[config.mk]
export PLATFORM = sky130hd
export DESIGN_NAME = interrupt_ack_controller
export DESIGN_NICKNAME = d
export VERILOG_FILES = /design/src/rtl/pic_pkg.sv /design/src/rtl/isr_highest_finder.sv /design/src/rtl/interrupt_ack_controller.sv
export SDC_FILE = /design/constraint.sdc
export NUM_CORES = 1
export LEC_CHECK = 0
export CORE_MARGIN = 5
export CORE_UTILIZATION = 30
export DETAILED_ROUTE_END_ITERATION = 6
export HOLD_SLACK_MARGIN = 0.06
export PLACE_DENSITY_LB_ADDON = 0.12
export REMOVE_ABC_BUFFERS = 1
export SYNTH_ARGS = -nofsm -noshare
export SYNTH_HDL_FRONTEND = slang
export SYNTH_SLANG_ARGS = --single-unit
[constraint.sdc]
create_clock -name clk -period 8.11 [get_ports clk]
set_input_delay 1.622 -clock clk [delete_from_list [all_inputs] [get_ports clk]]
set_output_delay 1.622 -clock clk [all_outputs]
set_load 0.1 [all_outputs]
[src/rtl/pic_pkg.sv]
// Shared definitions for the PIC acknowledge sequencer: handshake states,
// rotation/spurious constants and the one-hot to level encoder.
package pic_pkg;

  typedef enum logic [2:0] {
    IDLE  = 3'd0,
    REQ   = 3'd1,
    ACK1  = 3'd2,
    WAIT2 = 3'd3,
    ACK2  = 3'd4
  } pic_state_t;

  // Rotation pointer value meaning IR7 is lowest, so IR0 is highest priority.
  localparam logic [2:0] ROT_NONE       = 3'b111;
  // Level reported when the request vanishes before the first INTA.
  localparam logic [2:0] SPURIOUS_LEVEL = 3'd7;

  // Encode a one-hot request into its 3-bit level; all-zero encodes as 0.
  function automatic logic [2:0] encode_onehot(input logic [7:0] onehot);
    logic [2:0] idx;
    idx = '0;
    for (int i = 0; i < 8; i++) begin
      if (onehot[i]) idx = 3'(i);
    end
    return idx;
  endfunction

endpackage

[src/rtl/isr_highest_finder.sv]
// Finds the highest-priority in-service level under the current rotation.
// Priority starts just after the lowest-priority level and wraps around.
module isr_highest_finder
  import pic_pkg::*;
(
  input  logic [7:0] isr,
  input  logic [2:0] priority_rotate,
  output logic       found,
  output logic [2:0] level
);

  // Walk the eight levels from highest to lowest priority; first set bit wins.
  always_comb begin
    logic [2:0] idx;
    found = 1'b0;
    level = '0;
    idx   = '0;
    for (int k = 0; k < 8; k++) begin
      idx = priority_rotate + 3'd1 + 3'(k);
      if (!found && isr[idx]) begin
        found = 1'b1;
        level = idx;
      end
    end
  end

endmodule

[src/rtl/interrupt_ack_controller.sv]
// INT/INTA sequencer of the PIC. Raises INT for the resolver's winner, runs the
// two-pulse INTA handshake, owns the ISR and rotation pointer, executes EOIs.
// Optional automatic EOI on the second INTA rise: define PIC_AUTO_EOI_EN.
module interrupt_ack_controller
  import pic_pkg::*;
(
  input  logic       clk,
  input  logic       rst_n,
  input  logic [7:0] interrupt,
  input  logic       inta_n,
  input  logic [4:0] vector_base,
  input  logic       eoi_cmd,
  input  logic       eoi_specific,
  input  logic       eoi_rotate,
  input  logic [2:0] eoi_level,
  input  logic       auto_eoi,
  output logic       int_out,
  output logic [7:0] in_service_register,
  output logic [2:0] priority_rotate,
  output logic [7:0] clear_irr,
  output logic [7:0] vector_out,
  output logic       vector_valid
);

  pic_state_t state_q, state_d;
  logic       inta_q;
  logic [2:0] level_q, level_d;
  logic       spurious_q, spurious_d;
  logic [7:0] isr_q, isr_d;
  logic [2:0] rot_q, rot_d;
  logic [7:0] clr_q, clr_d;
  logic [7:0] set_mask, clr_mask;
  logic       inta_fall, inta_rise;
  logic       high_found;
  logic [2:0] high_level;

  assign inta_fall = inta_q & ~inta_n;
  assign inta_rise = ~inta_q & inta_n;

  isr_highest_finder u_finder (
    .isr             (isr_q),
    .priority_rotate (rot_q),
    .found           (high_found),
    .level           (high_level)
  );

  // Register the handshake state, INTA history, ISR, pointer and IRR clear pulse.
  always_ff @(posedge clk) begin
    if (!rst_n) begin
      state_q    <= IDLE;
      inta_q     <= 1'b1;
      level_q    <= '0;
      spurious_q <= 1'b0;
      isr_q      <= '0;
      rot_q      <= ROT_NONE;
      clr_q      <= '0;
    end else begin
      state_q    <= state_d;
      inta_q     <= inta_n;
      level_q    <= level_d;
      spurious_q <= spurious_d;
      isr_q      <= isr_d;
      rot_q      <= rot_d;
      clr_q      <= clr_d;
    end
  end

  // Next-state, ISR set/clear masks and rotation update; an INTA set beats an EOI clear.
  always_comb begin
    state_d    = state_q;
    level_d    = level_q;
    spurious_d = spurious_q;
    rot_d      = rot_q;
    clr_d      = '0;
    set_mask   = '0;
    clr_mask   = '0;

    case (state_q)
      IDLE: begin
        if (|interrupt) state_d = REQ;
      end
      REQ: begin
        if (inta_fall) begin
          state_d = ACK1;
          if (|interrupt) begin
            level_d    = encode_onehot(interrupt);
            spurious_d = 1'b0;
            set_mask   = 8'b1 << encode_onehot(interrupt);
            clr_d      = 8'b1 << encode_onehot(interrupt);
          end else begin
            level_d    = SPURIOUS_LEVEL;
            spurious_d = 1'b1;
          end
        end
      end
      ACK1: begin
        if (inta_rise) state_d = WAIT2;
      end
      WAIT2: begin
        if (inta_fall) state_d = ACK2;
      end
      ACK2: begin
        if (inta_rise) begin
          state_d = IDLE;
`ifdef PIC_AUTO_EOI_EN
          if (auto_eoi && !spurious_q) clr_mask = 8'b1 << level_q;
`endif
        end
      end
      default: state_d = IDLE;
    endcase

    if (eoi_cmd) begin
      if (eoi_specific) begin
        clr_mask = clr_mask | (8'b1 << eoi_level);
        if (eoi_rotate) rot_d = eoi_level;
      end else if (high_found) begin
        clr_mask = clr_mask | (8'b1 << high_level);
        if (eoi_rotate) rot_d = high_level;
      end
    end

    isr_d = (isr_q & ~clr_mask) | set_mask;
  end

`ifndef PIC_AUTO_EOI_EN
  logic unused_auto_eoi;
  assign unused_auto_eoi = auto_eoi ^ spurious_q;
`endif

  assign int_out             = (state_q == REQ);
  assign vector_valid        = (state_q == ACK2);
  assign vector_out          = vector_valid ? {vector_base, level_q} : 8'h00;
  assign in_service_register = isr_q;
  assign priority_rotate     = rot_q;
  assign clear_irr           = clr_q;

endmodule

==> results of run 1 <==
==> metal layers <==
metal / track usage / up-vias / wire length [um]
met5: 0 / - / 0
met4: 0.0397 / 0 / 106
met3: 0.0195 / 12 / 309
met2: 0.237 / 72 / 3120
met1: 0.203 / 1086 / 3120
li1: - / 1103 / -
==> worst max-delay path: stages <==
cell and delay (ns):
clkdlybuf4s50_1 0.44, and3_1 0.14, clkdlybuf4s50_1 1.13
==> state kept, by name, indices dropped and copies added, names as in the netlist <==
register and cells:
clear_irr 8, in_service_register 8, inta_q 1, level_q 3
priority_rotate 3, state_q 3
==> cell usage in the layout (no fill, tap or decap), types with 4 or more instances in the layout <==
cell type        instances
a21oi_1                 14
nor2b_1                 10
a41oi_1                  5
and2_1                   5
and3_1                  16
mux2_2                   4
nand2b_1                10
clkbuf_8                 4
o21ai_0                 12
inv_1                   11
nand2_1                 25
mux4_2                   9
nor3_1                   7
dfxtp_1                 26
mux2i_1                  6
clkdlybuf4s50_1         50
nor2_1                  24
nand3_1                  8
a31oi_1                 10
==> cell type report <==
| cell class | instances | area, um2 |
|---|---|---|
| clock buffer | 4 | 55.1 |
| multi-input combinational | 220 | 1590 |
| tap | 99 | 124 |
| fill | 765 | 4420 |
| inverter | 11 | 41.3 |
| sequential | 26 | 520 |
| timing repair buffer | 51 | 508 |
==> final timing paths <==
path	startpoint	to	slack [ns]	cells after the start
max	vector_base[1]	vector_out[4]	3.15	3
min	state_q[1]	state_q[2]	0.55	2
max reg2reg	priority_rotate[0]	in_service_register[3]	4.30	10
min reg2reg	state_q[1]	state_q[2]	0.55	2
==> cell families (layout without fill, tap and decap cells) <==
logic type	after synthesis	count (layout)	synth area share
AO/OA/AOI/OAI	74	74	0.241
XOR/XNOR	5	5	0.0319
adder cells (fa/ha/maj)	2	2	0.0112
buffers and inverters	25	66	0.0560
flip-flops	26	26	0.233
multiplexers	23	23	0.160
AND/OR/NAND/NOR	116	116	0.268
==> where the power goes <==
| part | internal, mW | switching (mW) | total, mW |
|---|---|---|---|
| sequential | 0.134 | 0.0102 | 0.144 |
| clock | 0.0435 | 0.0407 | 0.0841 |
| combinational | 0.110 | 0.168 | 0.278 |
==> through the flow <==
step | std cells | hold slack (ns)
after floorplan | 257 | 0.494
after global placement | 407 | 0.533
after detailed placement | 407 | 0.539
after CTS | 411 | 0.552
after global routing | 411 | 0.580
final | 411 | 0.549
==> metrics.txt, run 1 <==
Worst-path clk slew 0.09 ns; setup TNS 0 ns; Clock Sinks 26; drt initial violations approximately 140; Die W 96.3 um; CTS tree built; wire per inst ~16 um; cell count after synthesis roughly 270; post-layout util 0.391; Initial Utilization 0.308; CTS Hold Buffers Added 0; area grow syn2layout 27.0%; Max Buffers Root-to-Sink 2; Vias 2,273; chip height 96.3 um; average size of a mapped cell 8.25 um2; Max Slew Vio Count 0; setup bufs post-CTS 0; first-pass GRT wire length about 11,000 um; minimum clock period ~5.0 ns; fmax 201 MHz; Final period util 0.612; design area 2840 um2; GRT Overall Usage 0.146; # setup viols final 0; Die Area 9270 um2; vias per cell ~5.5; number of global-route vias before repair between 2,000 and 2,500; proportion of layout cells with a drive suffix above 1 0.0833; PostCTS Resize Cnt 0; drt first pass iters 4; critical path class in2out; crit path DAT between 3 and 4 ns; max-cap viol count 0; Yosys top cell by area dfxtp_1; Post-Syn Area 2230 um2; cts bufs inserted 3; distinct cell type count after synthesis about 60; Pwr Total 0.507 mW; maximum number of pins on one net before global-route repair 26; most numerous cell in the Yosys netlist dfxtp_1; Critical Path Sink Type output port; top cells by area, synth dfxtp_1 23%, mux4_2 9.1%, and3_1 4.5%, nand2_1 4.2%, nor2_1 4.0%; register bit total from synthesis 26; crit start category primary input; power density over the cells roughly 180 nW/um2; Setup Skew around 0.0023 ns; Hold/Removal Path Class reg2reg; Max VDD drop 0.0688 mV; number of inserted diodes 0; port bufs 50; ys flop type dfxtp_1; grt ovf 0; Pleak 1.10 nW; IO Count 52; Post-synth EDFFs 0; Setup WS post-layout 3.15 ns; Worst Max-Slew Pin Slew 1.00 ns; crit path max fanout 1; H-tree depth 1; Worst-Skew Late Latency 0.27 ns; clk root buf clkbuf_8; Final #Nets 338; HPWL Detailed 5200 um; Synth top area share 0.233; initial antenna violation count 0; WL final 6660 um; Placer Congestion 0.861; RSZ-0062 raised after global routing false; Fin. Hold Viols 0; sequential cell area fraction in the yosys report 0.233; post-route ant nets 0; most frequent cells after synthesis 26 x dfxtp_1, 25 x nand2_1, 24 x nor2_1, 16 x and3_1, 14 x a21oi_1; pre-CTS setup slack 3.14 ns; Core Rows 31; core area 7250 um2; Post-synth ARST share 0; placed standard-cell area 2780 um2; Syn. warnings 0; outcome finished, final reports clean; DRC 0; Slew headroom 0.331; Required @ worst endpoint 6.49 ns
No activity file was read; power rests on OpenSTA's default activity.
==> run 2: changes to the inputs <==
==> constraint.sdc (replaced) <==
create_clock -name clk -period 4.7 [get_ports clk]
set_input_delay 0.94 -clock clk [delete_from_list [all_inputs] [get_ports clk]]
set_output_delay 0.94 -clock clk [all_outputs]
set_load 0.1 [all_outputs]
==> run 2 against run 1 <==
Final cell count grew 0.24%. Highest routed layer unchanged. Clock power increased by 74%. Die area did not move.
==> metrics.txt, run 2 (synthesized netlist as in run 1, its figures left out) <==
IO Count 52 (unchanged); HP Start state_q[1]; Worst R2R Start priority_rotate[0]; Crit Reg-Reg Endpoint in_service_register[1]; crit path DAT 4.00 ns (+0.66 ns); Setup Skew 0.00201 ns (-0.000271 ns); setup TNS 0 ns (unchanged); most common cell after layout, fill and taps aside clkdlybuf4s50_1; reg-to-reg slack, setup 0.83 ns (-3.47 ns); DRC 0 (unchanged); Max Slew Vio Count 0 (unchanged); Max Buffers Root-to-Sink 2 (unchanged); H-tree depth 1 (unchanged); Worst-path clk slew 0.09 ns (about the same); Final #Nets 339 (+0.30%); Worst Reg2Reg Path Length in Cells 10 (unchanged); PostCTS Resize Cnt 0 (unchanged); Max VDD drop 0.133 mV (+93%); Final period util 0.823; drt first pass iters 4 (unchanged); initial antenna violation count 0 (unchanged); post-route ant nets 0 (unchanged); RSZ-0062 raised after global routing false; Placer Congestion 0.851 (-1.2%); max-cap viol count 0 (unchanged); CTS Hold Buffers Added 0 (unchanged); Hold/Removal Path Class reg2reg; Required @ worst endpoint 4.83 ns (-1.66 ns); hold worst-path end state_q[2]; proportion of layout cells with a drive suffix above 1 0.102 (+0.0189); hold path depth 2 (unchanged); minimum clock period 3.87 ns; post-layout util 0.391 (-0.000690); number of global-route vias before repair 2,160 (-0.14%); HPWL Detailed 5080 um (-2.3%); GRT Overall Usage 0.147 (+0.000883); most frequent cells in the layout 45 x clkdlybuf4s50_1, 26 x dfxtp_1, 25 x nand2_1; grt ovf 0 (unchanged); setup bufs post-CTS 0 (unchanged); number of inserted diodes 0 (unchanged); Die W 96.3 um (unchanged); CTS tree built; clk root buf clkbuf_8; critical path class reg2reg; crit start category flop; first-pass GRT wire length 10,800 um (+0.32%); Pleak 1.12 nW (+1.4%); maximum number of pins on one net before global-route repair 26 (unchanged); area grow syn2layout 26.8%; Clock Sinks 26 (unchanged); Slew headroom 0.333 (+0.00161); vias per cell 5.45 (-1.5%); Die Area 9270 um2 (unchanged); Critical Path Sink Type flop; fmax 259 MHz; Worst Max-Slew Pin Slew 0.998 ns (-0.00242 ns); Fin. Hold Viols 0 (unchanged); Core Rows 31 (unchanged); Vias 2,244 (-1.3%); Worst-Skew Late Latency 0.27 ns (about the same); Initial Utilization 0.308 (unchanged); crit path max fanout 24 (+23); # setup viols final 0 (unchanged); wire per inst 15.9 um (-1.7%); cts bufs inserted 3 (unchanged); WL final 6560 um (-1.4%); drt initial violations 126 (-8.0%); power density over the cells 310 nW/um2 (+73%); core area 7250 um2 (unchanged); outcome finished, final reports clean; port bufs 50 (unchanged); chip height 96.3 um (unchanged)
## run 2: routing by layer
layer | vias to the layer above | wire length [um] | track usage
met3 | 9 | 260 | 0.0172
met1 | 1062 | 3100 | 0.200
met4 | 0 | 95 | 0.0362
li1 | 1110 | - | -
met2 | 63 | 3100 | 0.247
met5 | - | 0 | 0
## run 2: worst max-delay path by stage
stage               cells past startpoint  slack, ns                      to               start
detailed placement                     10       0.86  in_service_register[1]  priority_rotate[0]
finish                                 10       0.83  in_service_register[1]  priority_rotate[0]
floorplan                               9       0.14  in_service_register[7]  priority_rotate[0]
global placement                       10       0.90  in_service_register[1]  priority_rotate[0]
CTS                                    10       0.83  in_service_register[1]  priority_rotate[0]
global route                           10       0.57  in_service_register[1]  priority_rotate[0]
## run 2: metrics by stage
stage                     setup slack, ns  hold WS (ns)  total power [mW]  instances  cell area (um2)
final                               0.834         0.544             0.877        412             2830
after CTS                           0.831         0.547             0.880        412             2830
after global routing                0.573         0.601             0.938        412             2830
after floorplan                     0.140         0.494             0.618        257             2150
after detailed placement            0.860         0.525             0.735        408             2780
after global placement              0.899         0.533             0.734        408             2780
## run 2: cell type report
type | count | area [um2]
fillers | 743 | 4420
multi-input cells | 220 | 1590
flip-flops and latches | 26 | 520
repair buffers | 52 | 503
well taps | 99 | 124
clock buffers | 4 | 55.1
inverters | 11 | 41.3
## run 2: where the power goes
part / internal [mW] / switching [mW]
clock network: 0.0749 / 0.0708
logic: 0.190 / 0.293
registers: 0.231 / 0.0170
## run 2: critical path, cell delays in order, from the launching register on
cell      delay (ns)
dfxtp_1         0.34
inv_1           0.06
ha_1            0.88
mux2_1          0.43
a222oi_1        0.38
nand3_1         0.22
a211oi_4        0.37
and3_1          0.26
nor3_1          0.07
nor4b_2         0.52
a41oi_1         0.19
